==> config.mk <==
export PLATFORM = sky130hd
export DESIGN_NAME = memwb_stage_reg_flat
export DESIGN_NICKNAME = d
export VERILOG_FILES = /design/src/rtl/memwb_stage_reg_if.sv /design/src/rtl/memwb_stage_reg.sv /design/src/flat_wrapper.sv
export SDC_FILE = /design/constraint.sdc
export NUM_CORES = 1
export LEC_CHECK = 0
export ABC_CLOCK_PERIOD_IN_PS = 5450
export CAP_MARGIN = 20
export CORE_AREA = 2 2 117 148
export CTS_BUF_LIST = sky130_fd_sc_hd__clkbuf_8 sky130_fd_sc_hd__clkbuf_16
export CTS_CLUSTER_SIZE = 14
export DETAILED_ROUTE_END_ITERATION = 16
export DIE_AREA = 0 0 119 150
export PLACE_DENSITY = 0.8
export SLEW_MARGIN = 30
export SYNTH_ARGS = -nofsm -noshare
export SYNTH_HDL_FRONTEND = slang
export SYNTH_SLANG_ARGS = --single-unit
==> constraint.sdc <==
create_clock -name clk -period 5.45 [get_ports clk]
set_input_delay 0.545 -clock clk [delete_from_list [all_inputs] [get_ports clk]]
set_output_delay 0.545 -clock clk [all_outputs]
set_load 0.03 [all_outputs]
==> src/rtl/memwb_stage_reg_if.sv <==
// Purpose : valid/ready payload link carrying one MEM/WB writeback entry.
// Latency : none (wires only).
// Backpressure: the slave drives ready; master holds valid and payload until taken.
//
// Signals:
//   valid  - entry present (master -> slave)
//   ready  - slave can take the entry (slave -> master)
//   wreg   - register-write strobe
//   m2reg  - writeback source select: 1 = mem, 0 = alu
//   rd     - destination register number
//   alu    - ALU result
//   mem    - memory read data
interface memwb_stage_reg_if #(
    parameter int DATA_W = 32,
    parameter int REG_W  = 5
);
    logic              valid;
    logic              ready;
    logic              wreg;
    logic              m2reg;
    logic [REG_W-1:0]  rd;
    logic [DATA_W-1:0] alu;
    logic [DATA_W-1:0] mem;

    modport master (
        output valid, wreg, m2reg, rd, alu, mem,
        input  ready
    );

    modport slave (
        input  valid, wreg, m2reg, rd, alu, mem,
        output ready
    );
endinterface

==> src/rtl/memwb_stage_reg.sv <==
// Purpose : elastic MEM/WB pipeline register (head + skid entry) that also forms
//           the final writeback data and the qualified register-file write strobe.
// Latency : 1 cycle in->out, full throughput; in_ready and out_valid are registered.
// Backpressure: up.ready drops only when both head and skid are full; payload holds while stalled.
//
// Ports:
//   clk, rst      - rising-edge clock, asynchronous active-high reset
//   flush         - drop every held and incoming entry at the next edge
//   up (slave)    - MEM-side entry: valid/ready + wreg, m2reg, rd, alu, mem
//   dn (master)   - WB-side head entry; dn.wreg is the qualified write strobe
//   wb_data       - dn.m2reg ? dn.mem : dn.alu
//   stall_cnt     - cycles with head valid and downstream not ready (MEMWB_PERF_EN)
//   flush_cnt     - flushes that hit at least one valid entry (MEMWB_PERF_EN)
// Optional feature macro: MEMWB_PERF_EN (undefined: counters read 0, no counter logic).
module memwb_stage_reg #(
    parameter int DATA_W         = 32,
    parameter int REG_W          = 5,
    parameter int ZERO_REG_GUARD = 1
) (
    input  logic                clk,
    input  logic                rst,
    input  logic                flush,
    memwb_stage_reg_if.slave    up,
    memwb_stage_reg_if.master   dn,
    output logic [DATA_W-1:0]   wb_data,
    output logic [31:0]         stall_cnt,
    output logic [15:0]         flush_cnt
);

    localparam bit GUARD_R0 = (ZERO_REG_GUARD != 0);

    typedef struct packed {
        logic              wreg;
        logic              m2reg;
        logic [REG_W-1:0]  rd;
        logic [DATA_W-1:0] alu;
        logic [DATA_W-1:0] mem;
    } payload_t;

    typedef enum logic [1:0] {
        ST_EMPTY = 2'd0,
        ST_ONE   = 2'd1,
        ST_TWO   = 2'd2
    } state_t;

    state_t   state_q, state_d;
    logic     in_ready_q, in_ready_d;
    logic     out_valid_q, out_valid_d;
    payload_t head_q, head_d;
    payload_t skid_q, skid_d;
    payload_t in_pl;

    logic accept;
    logic consume;

    always_comb begin
        in_pl       = '0;
        in_pl.wreg  = up.wreg;
        in_pl.m2reg = up.m2reg;
        in_pl.rd    = up.rd;
        in_pl.alu   = up.alu;
        in_pl.mem   = up.mem;
    end

    // Both handshakes use only registered ready/valid on our side.
    assign accept  = up.valid && in_ready_q;
    assign consume = out_valid_q && dn.ready;

    always_comb begin
        state_d = state_q;
        head_d  = head_q;
        skid_d  = skid_q;

        if (flush) begin
            // Payload registers keep their stale contents; only occupancy clears.
            state_d = ST_EMPTY;
        end else begin
            case (state_q)
                ST_EMPTY: begin
                    if (accept) begin
                        head_d  = in_pl;
                        state_d = ST_ONE;
                    end
                end
                ST_ONE: begin
                    if (accept && consume) begin
                        head_d = in_pl;
                    end else if (accept) begin
                        skid_d  = in_pl;
                        state_d = ST_TWO;
                    end else if (consume) begin
                        state_d = ST_EMPTY;
                    end
                end
                ST_TWO: begin
                    // in_ready is low here, so accept cannot occur.
                    if (consume) begin
                        head_d  = skid_q;
                        state_d = ST_ONE;
                    end
                end
                default: state_d = ST_EMPTY;
            endcase
        end

        in_ready_d  = (state_d != ST_TWO);
        out_valid_d = (state_d != ST_EMPTY);
    end

    always_ff @(posedge clk or posedge rst) begin
        if (rst) begin
            state_q     <= ST_EMPTY;
            in_ready_q  <= 1'b1;
            out_valid_q <= 1'b0;
            head_q      <= '0;
            skid_q      <= '0;
        end else begin
            state_q     <= state_d;
            in_ready_q  <= in_ready_d;
            out_valid_q <= out_valid_d;
            head_q      <= head_d;
            skid_q      <= skid_d;
        end
    end

    assign up.ready = in_ready_q;
    assign dn.valid = out_valid_q;
    assign dn.m2reg = head_q.m2reg;
    assign dn.rd    = head_q.rd;
    assign dn.alu   = head_q.alu;
    assign dn.mem   = head_q.mem;
    // Strobe is gated by valid so stale head contents never write the regfile.
    assign dn.wreg  = head_q.wreg && out_valid_q && !(GUARD_R0 && (head_q.rd == '0));
    assign wb_data  = head_q.m2reg ? head_q.mem : head_q.alu;

`ifdef MEMWB_PERF_EN
    logic [31:0] stall_cnt_q, stall_cnt_d;
    logic [15:0] flush_cnt_q, flush_cnt_d;

    always_comb begin
        stall_cnt_d = stall_cnt_q;
        flush_cnt_d = flush_cnt_q;
        if (out_valid_q && !dn.ready && (stall_cnt_q != 32'hFFFF_FFFF)) begin
            stall_cnt_d = stall_cnt_q + 32'd1;
        end
        // A flush of an already-empty stage is not an event worth counting.
        if (flush && (state_q != ST_EMPTY) && (flush_cnt_q != 16'hFFFF)) begin
            flush_cnt_d = flush_cnt_q + 16'd1;
        end
    end

    always_ff @(posedge clk or posedge rst) begin
        if (rst) begin
            stall_cnt_q <= '0;
            flush_cnt_q <= '0;
        end else begin
            stall_cnt_q <= stall_cnt_d;
            flush_cnt_q <= flush_cnt_d;
        end
    end

    assign stall_cnt = stall_cnt_q;
    assign flush_cnt = flush_cnt_q;
`else
    assign stall_cnt = '0;
    assign flush_cnt = '0;
`endif

endmodule

==> src/flat_wrapper.sv <==
// flat-port wrapper written by rule: the top's interface ports become plain ports
module memwb_stage_reg_flat 
#(
    parameter int DATA_W         = 32,
    parameter int REG_W          = 5,
    parameter int ZERO_REG_GUARD = 1
)
  (clk, rst, flush, wb_data, stall_cnt, flush_cnt, up_valid, up_wreg, up_m2reg, up_rd, up_alu, up_mem, up_ready, dn_valid, dn_wreg, dn_m2reg, dn_rd, dn_alu, dn_mem, dn_ready);
  memwb_stage_reg_if #(.DATA_W(DATA_W), .REG_W(REG_W)) up_i ();
  memwb_stage_reg_if #(.DATA_W(DATA_W), .REG_W(REG_W)) dn_i ();
  input  logic clk;
  input  logic rst;
  input  logic flush;
  output logic [DATA_W-1:0] wb_data;
  output logic [31:0] stall_cnt;
  output logic [15:0] flush_cnt;
  input wire logic [$bits(up_i.valid)-1:0] up_valid;
  input wire logic [$bits(up_i.wreg)-1:0] up_wreg;
  input wire logic [$bits(up_i.m2reg)-1:0] up_m2reg;
  input wire logic [$bits(up_i.rd)-1:0] up_rd;
  input wire logic [$bits(up_i.alu)-1:0] up_alu;
  input wire logic [$bits(up_i.mem)-1:0] up_mem;
  output wire logic [$bits(up_i.ready)-1:0] up_ready;
  output wire logic [$bits(dn_i.valid)-1:0] dn_valid;
  output wire logic [$bits(dn_i.wreg)-1:0] dn_wreg;
  output wire logic [$bits(dn_i.m2reg)-1:0] dn_m2reg;
  output wire logic [$bits(dn_i.rd)-1:0] dn_rd;
  output wire logic [$bits(dn_i.alu)-1:0] dn_alu;
  output wire logic [$bits(dn_i.mem)-1:0] dn_mem;
  input wire logic [$bits(dn_i.ready)-1:0] dn_ready;
  assign up_i.valid = up_valid;
  assign up_i.wreg = up_wreg;
  assign up_i.m2reg = up_m2reg;
  assign up_i.rd = up_rd;
  assign up_i.alu = up_alu;
  assign up_i.mem = up_mem;
  assign up_ready = up_i.ready;
  assign dn_valid = dn_i.valid;
  assign dn_wreg = dn_i.wreg;
  assign dn_m2reg = dn_i.m2reg;
  assign dn_rd = dn_i.rd;
  assign dn_alu = dn_i.alu;
  assign dn_mem = dn_i.mem;
  assign dn_i.ready = dn_ready;
  memwb_stage_reg #(.DATA_W(DATA_W), .REG_W(REG_W), .ZERO_REG_GUARD(ZERO_REG_GUARD)) u_core (.clk(clk), .rst(rst), .flush(flush), .up(up_i), .dn(dn_i), .wb_data(wb_data), .stall_cnt(stall_cnt), .flush_cnt(flush_cnt));
endmodule
Word-level counts from Yosys, hierarchy flattened
Index checks and enable logic that the tools add are counted.
Word-level totals
  register bits after elaboration: 146
  input port bits: 76
  output and inout port bits: 153
  word-level logic and storage cells: 45
Operators by class
  equal/unequal tests: 6
  multiplexer cells: 12
  bitwise gates (word level): 2
  reductions and logical operators: 12
Operator list (count)
  $mux 71: 3
  $pmux 71 s3: 1
  $mux 32: 1
  $mux 2: 6
  $ne 2x1->1 const B: 3
  $pmux 2 s3: 1
  $logic_and 1x1->1: 5
  $logic_not 5->1: 1
  $reduce_and 5->1: 1
  $reduce_and 4->1: 1
  $reduce_bool 3->1: 1
  $eq 2x1->1 const B: 1
  $eq 2x2->1 const B: 1
  $logic_not 2->1: 1
  $ne 2x2->1 const B: 1
  $not 1->1: 2
  $reduce_bool 2->1: 1
  $logic_not 1->1: 1

Depth between registers and ports, before layout
  word-level depth: 7
  mapped depth: 5

Worst setup path before layout
Ideal clock, no wire load.
  path type: register -> output
  start: reg u_core.head_q, in the netlist u_core.dn.m2reg
  end: out wb_data[0]
  arrival: 1.543 ns
  setup slack: 3.362 ns
  cell stages (with the launch flop): 4
  path buffers: 2
  cells stage by stage: dfrtp_1 > clkbuf_1 > clkbuf_1 > mux2_2
Between the ends
  longest elaborated chain between the ends: 1
RTL lines
  start, declared: line memwb_stage_reg.sv:49  | payload_t head_q, head_d;
  start signal, assigned: line memwb_stage_reg.sv:115  | head_q <= '0;
  start signal, assigned: line memwb_stage_reg.sv:121  | head_q <= head_d;
  $mux 32: line memwb_stage_reg.sv:134  | assign wb_data = head_q.m2reg ? head_q.mem : head_q.alu;
  end, declared: line flat_wrapper.sv:14  | output logic [DATA_W-1:0] wb_data;
Every way passes these cells.

Final worst setup path
  start: reg u_core.head_q, in the netlist u_core.dn.m2reg
  end: out wb_data[12]
The elaborated chain is that of the path after synthesis.

==> summary.md <==
| Metric | Value |
|---|---|
| Outcome | `finished clean` |
| Least-Margin Pin Slew | `884 ps` |
| Critical Path Sink Type | `primary output` |
| # nets final | `737` |
| Total clock sinks | `146` |
| EDFF count, synth | `0` |
| Die area | `17900 um2` |
| WS Path Type | `register to primary output` |
| RSZ-0062 raised after global routing | `false` |
| Top cell type's share of synthesized area | `0.467` |
| Mapped Area | `7780 um2` |
| Vias in the first global route | `4799` |
| Net Sw Power | `1.73 mW` |
| Placer Congestion | `0.771` |
| Synth Warn # | `0` |
| Number of port buffers | `180` |
| DIE WIDTH | `119 um` |
| Final hold vios | `0` |
| Antenna violations before repair | `0` |
| Starting density of the core | `0.471` |
| Syn avg cell area | `14.0 um2` |
| Core footprint | `16500 um2` |
| Synth cell count leaders | `223 x mux2_2, 145 x dfrtp_1, 121 x buf_4` |
| H-Tree Depth | `4` |
| Global-route wire length before repair | `24800 um` |
| Type of origin of the critical path | `register` |
| Cells after synthesis | `554` |
| Vias per cell | `4.93` |
| Total gr overflow | `0` |
| Worst hold path type | `register to register` |
| Switching share of power | `0.352` |
| CTS tree | `yes` |
| Int Power | `3.18 mW` |
| Dominant synthesized flop cell | `dfrtp_1` |
| # rows | `53` |
| Sequential area share after synthesis | `0.470` |
| MaxCap Viol Count | `0` |
| FFs w/ async S/R, synth | `1.00` |
| Finish-stage setup viols | `0` |
| Arr. time, crit path | `2390 ps` |
| Layout cell share with drive strength beyond 1 | `0.429` |
| Max Clock Freq | `340 MHz` |
| Post-CTS setup buffers | `0` |
| Clock Latency Late Sink | `410 ps` |
| Power Dens Cells | `514 nW/um2` |
| Count leader, synth | `mux2_2` |
| # hold bufs at CTS | `0` |
| Comb pwr share | `0.412` |
| Crit path max fanout | `34` |
| Top cells by area, synth | `dfrtp_1 47%, mux2_2 32%, buf_4 12%` |
| Synth area leader | `dfrtp_1` |
| DRT antenna net count | `0` |
| Clk pwr share | `0.224` |
| Die height | `150 um` |
| Routed wire per std cell | `17.5 um` |
| Min cycle time layout | `2940 ps` |
| I/O Pins | `229` |
| CTS root buf | `clkbuf_16` |
| Netlist cell types | `26` |
| Pin count of the biggest net entering global routing | `96` |
| Design Power | `4.91 mW` |
| Post-DP HPWL | `10600 um` |
| Routed wire length | `15600 um` |
| Setup TNS | `0 ps` |
| Clock Skews | `4.32 ps` |
| Inserted Diodes | `0` |
| DR pass1 iterations | `4` |
| Reg power frac | `0.364` |
| Peak supply drop | `0.230 mV` |
| Via count | `4411` |
| Clock transition at path regs | `60 ps` |
| Iter 0 DRT Violations | `148` |
| Lkg Pwr | `4.03 nW` |
| Deepest clock path buffer count | `2` |
| Drt drc | `0` |
| CTS Buf Count | `17` |
| Post-synthesis register bit count | `146` |
| Critical path required time | `4910 ps` |
| Pins Over Slew Limit | `0` |
| Post-cts repair resize count | `0` |
| Area delta synth->final | `22.8%` |
| Max-slew headroom | `0.411` |
| Final period util | `0.539` |
| Total GRT Usage | `0.179` |
## state kept, by name (all words and copies together) (netlist names)
signal / cells
u_core.head_q: 1
u_core.state_q: 2
u_core.up.ready: 1
u_core.dn.rd: 5
u_core.dn.m2reg: 1
u_core.dn.valid: 1
u_core.dn.alu: 32
u_core.dn.mem: 32
u_core.skid_q: 71
## power groups by stage
stage,registers (mW),clock network [mW],logic [mW]
detailed placement,1.81,0,2.04
global route,1.85,1.17,2.13
CTS,1.79,1.12,2.05
global placement,1.78,0,1.99
finish,1.79,1.10,2.02
floorplan,1.67,0,1.63
## critical path: stages, from the launching register on
cell             delay, ps
dfrtp_2                940
mux2_2                 430
clkdlybuf4s50_1        590
## metrics by stage
step	hold slack, ps	util	setup WS [ps]	instances	area [um2]
floorplan	474	-	984	601	7950
finish	503	0.578	2510	894	9550
global placement	482	0.543	2610	862	8970
CTS	503	0.578	2450	894	9550
detailed placement	490	0.544	2520	862	8980
global route	515	0.578	2410	894	9550
## per-layer routing
layer	GRT usage	wire length [um]
met1	0.205	6290
met2	0.326	8430
met3	0.0431	676
met4	0.0625	221
met5	0	0
## final timing paths
path	start	end	slack, ps	cells after the start
min reg2reg	u_core.skid_q[15]$_DFFE_PP0P_	u_core.skid_q[15]$_DFFE_PP0P_	500	1
max reg2reg	u_core.state_q[0]$_DFF_PP0_	u_core.dn.alu[17]$_DFFE_PP0P_	3050	4
max in group asynchronous	rst	u_core.skid_q[38]$_DFFE_PP0P_	3570	3
min	u_core.skid_q[15]$_DFFE_PP0P_	u_core.skid_q[15]$_DFFE_PP0P_	500	1
min in group asynchronous	rst	u_core.dn.alu[24]$_DFFE_PP0P_	640	2
max	u_core.dn.m2reg$_DFFE_PP0P_	wb_data[12]	2510	2
## final cells by class
class                   instances  area (um2)
repair buffers                184        1830
clock inverters                 8        50.0
flip-flops and latches        146        3660
fillers                      1320        6960
inverters                       2        12.5
clock buffers                  24         522
well taps                     220         275
multi-input cells             310        3200
## cells by family after synthesis
group                  Yosys count  share of synthesized area
multiplexers                   245                      0.365
other                            1                   0.000482
buffers and inverters          145                      0.143
AO/OA/AOI/OAI                    7                     0.0111
flip-flops                     146                      0.470
AND/OR/NAND/NOR                 10                    0.00982
## cells in the final DEF, fill, tap and decap left out, types with 2 or more instances in the layout
cell type | synthesis | routed
mux2_2 | 223 | 223
clkinv_2 | 0 | 4
clkbuf_8 | 0 | 7
mux2_4 | 22 | 22
clkdlybuf4s50_1 | 0 | 180
dfrtp_1 | 145 | 144
buf_4 | 121 | 4
clkbuf_16 | 0 | 17
conb_1 | 1 | 48
a211oi_1 | 2 | 2
clkinvlp_4 | 0 | 4
Power figures use the tool's default switching activity.
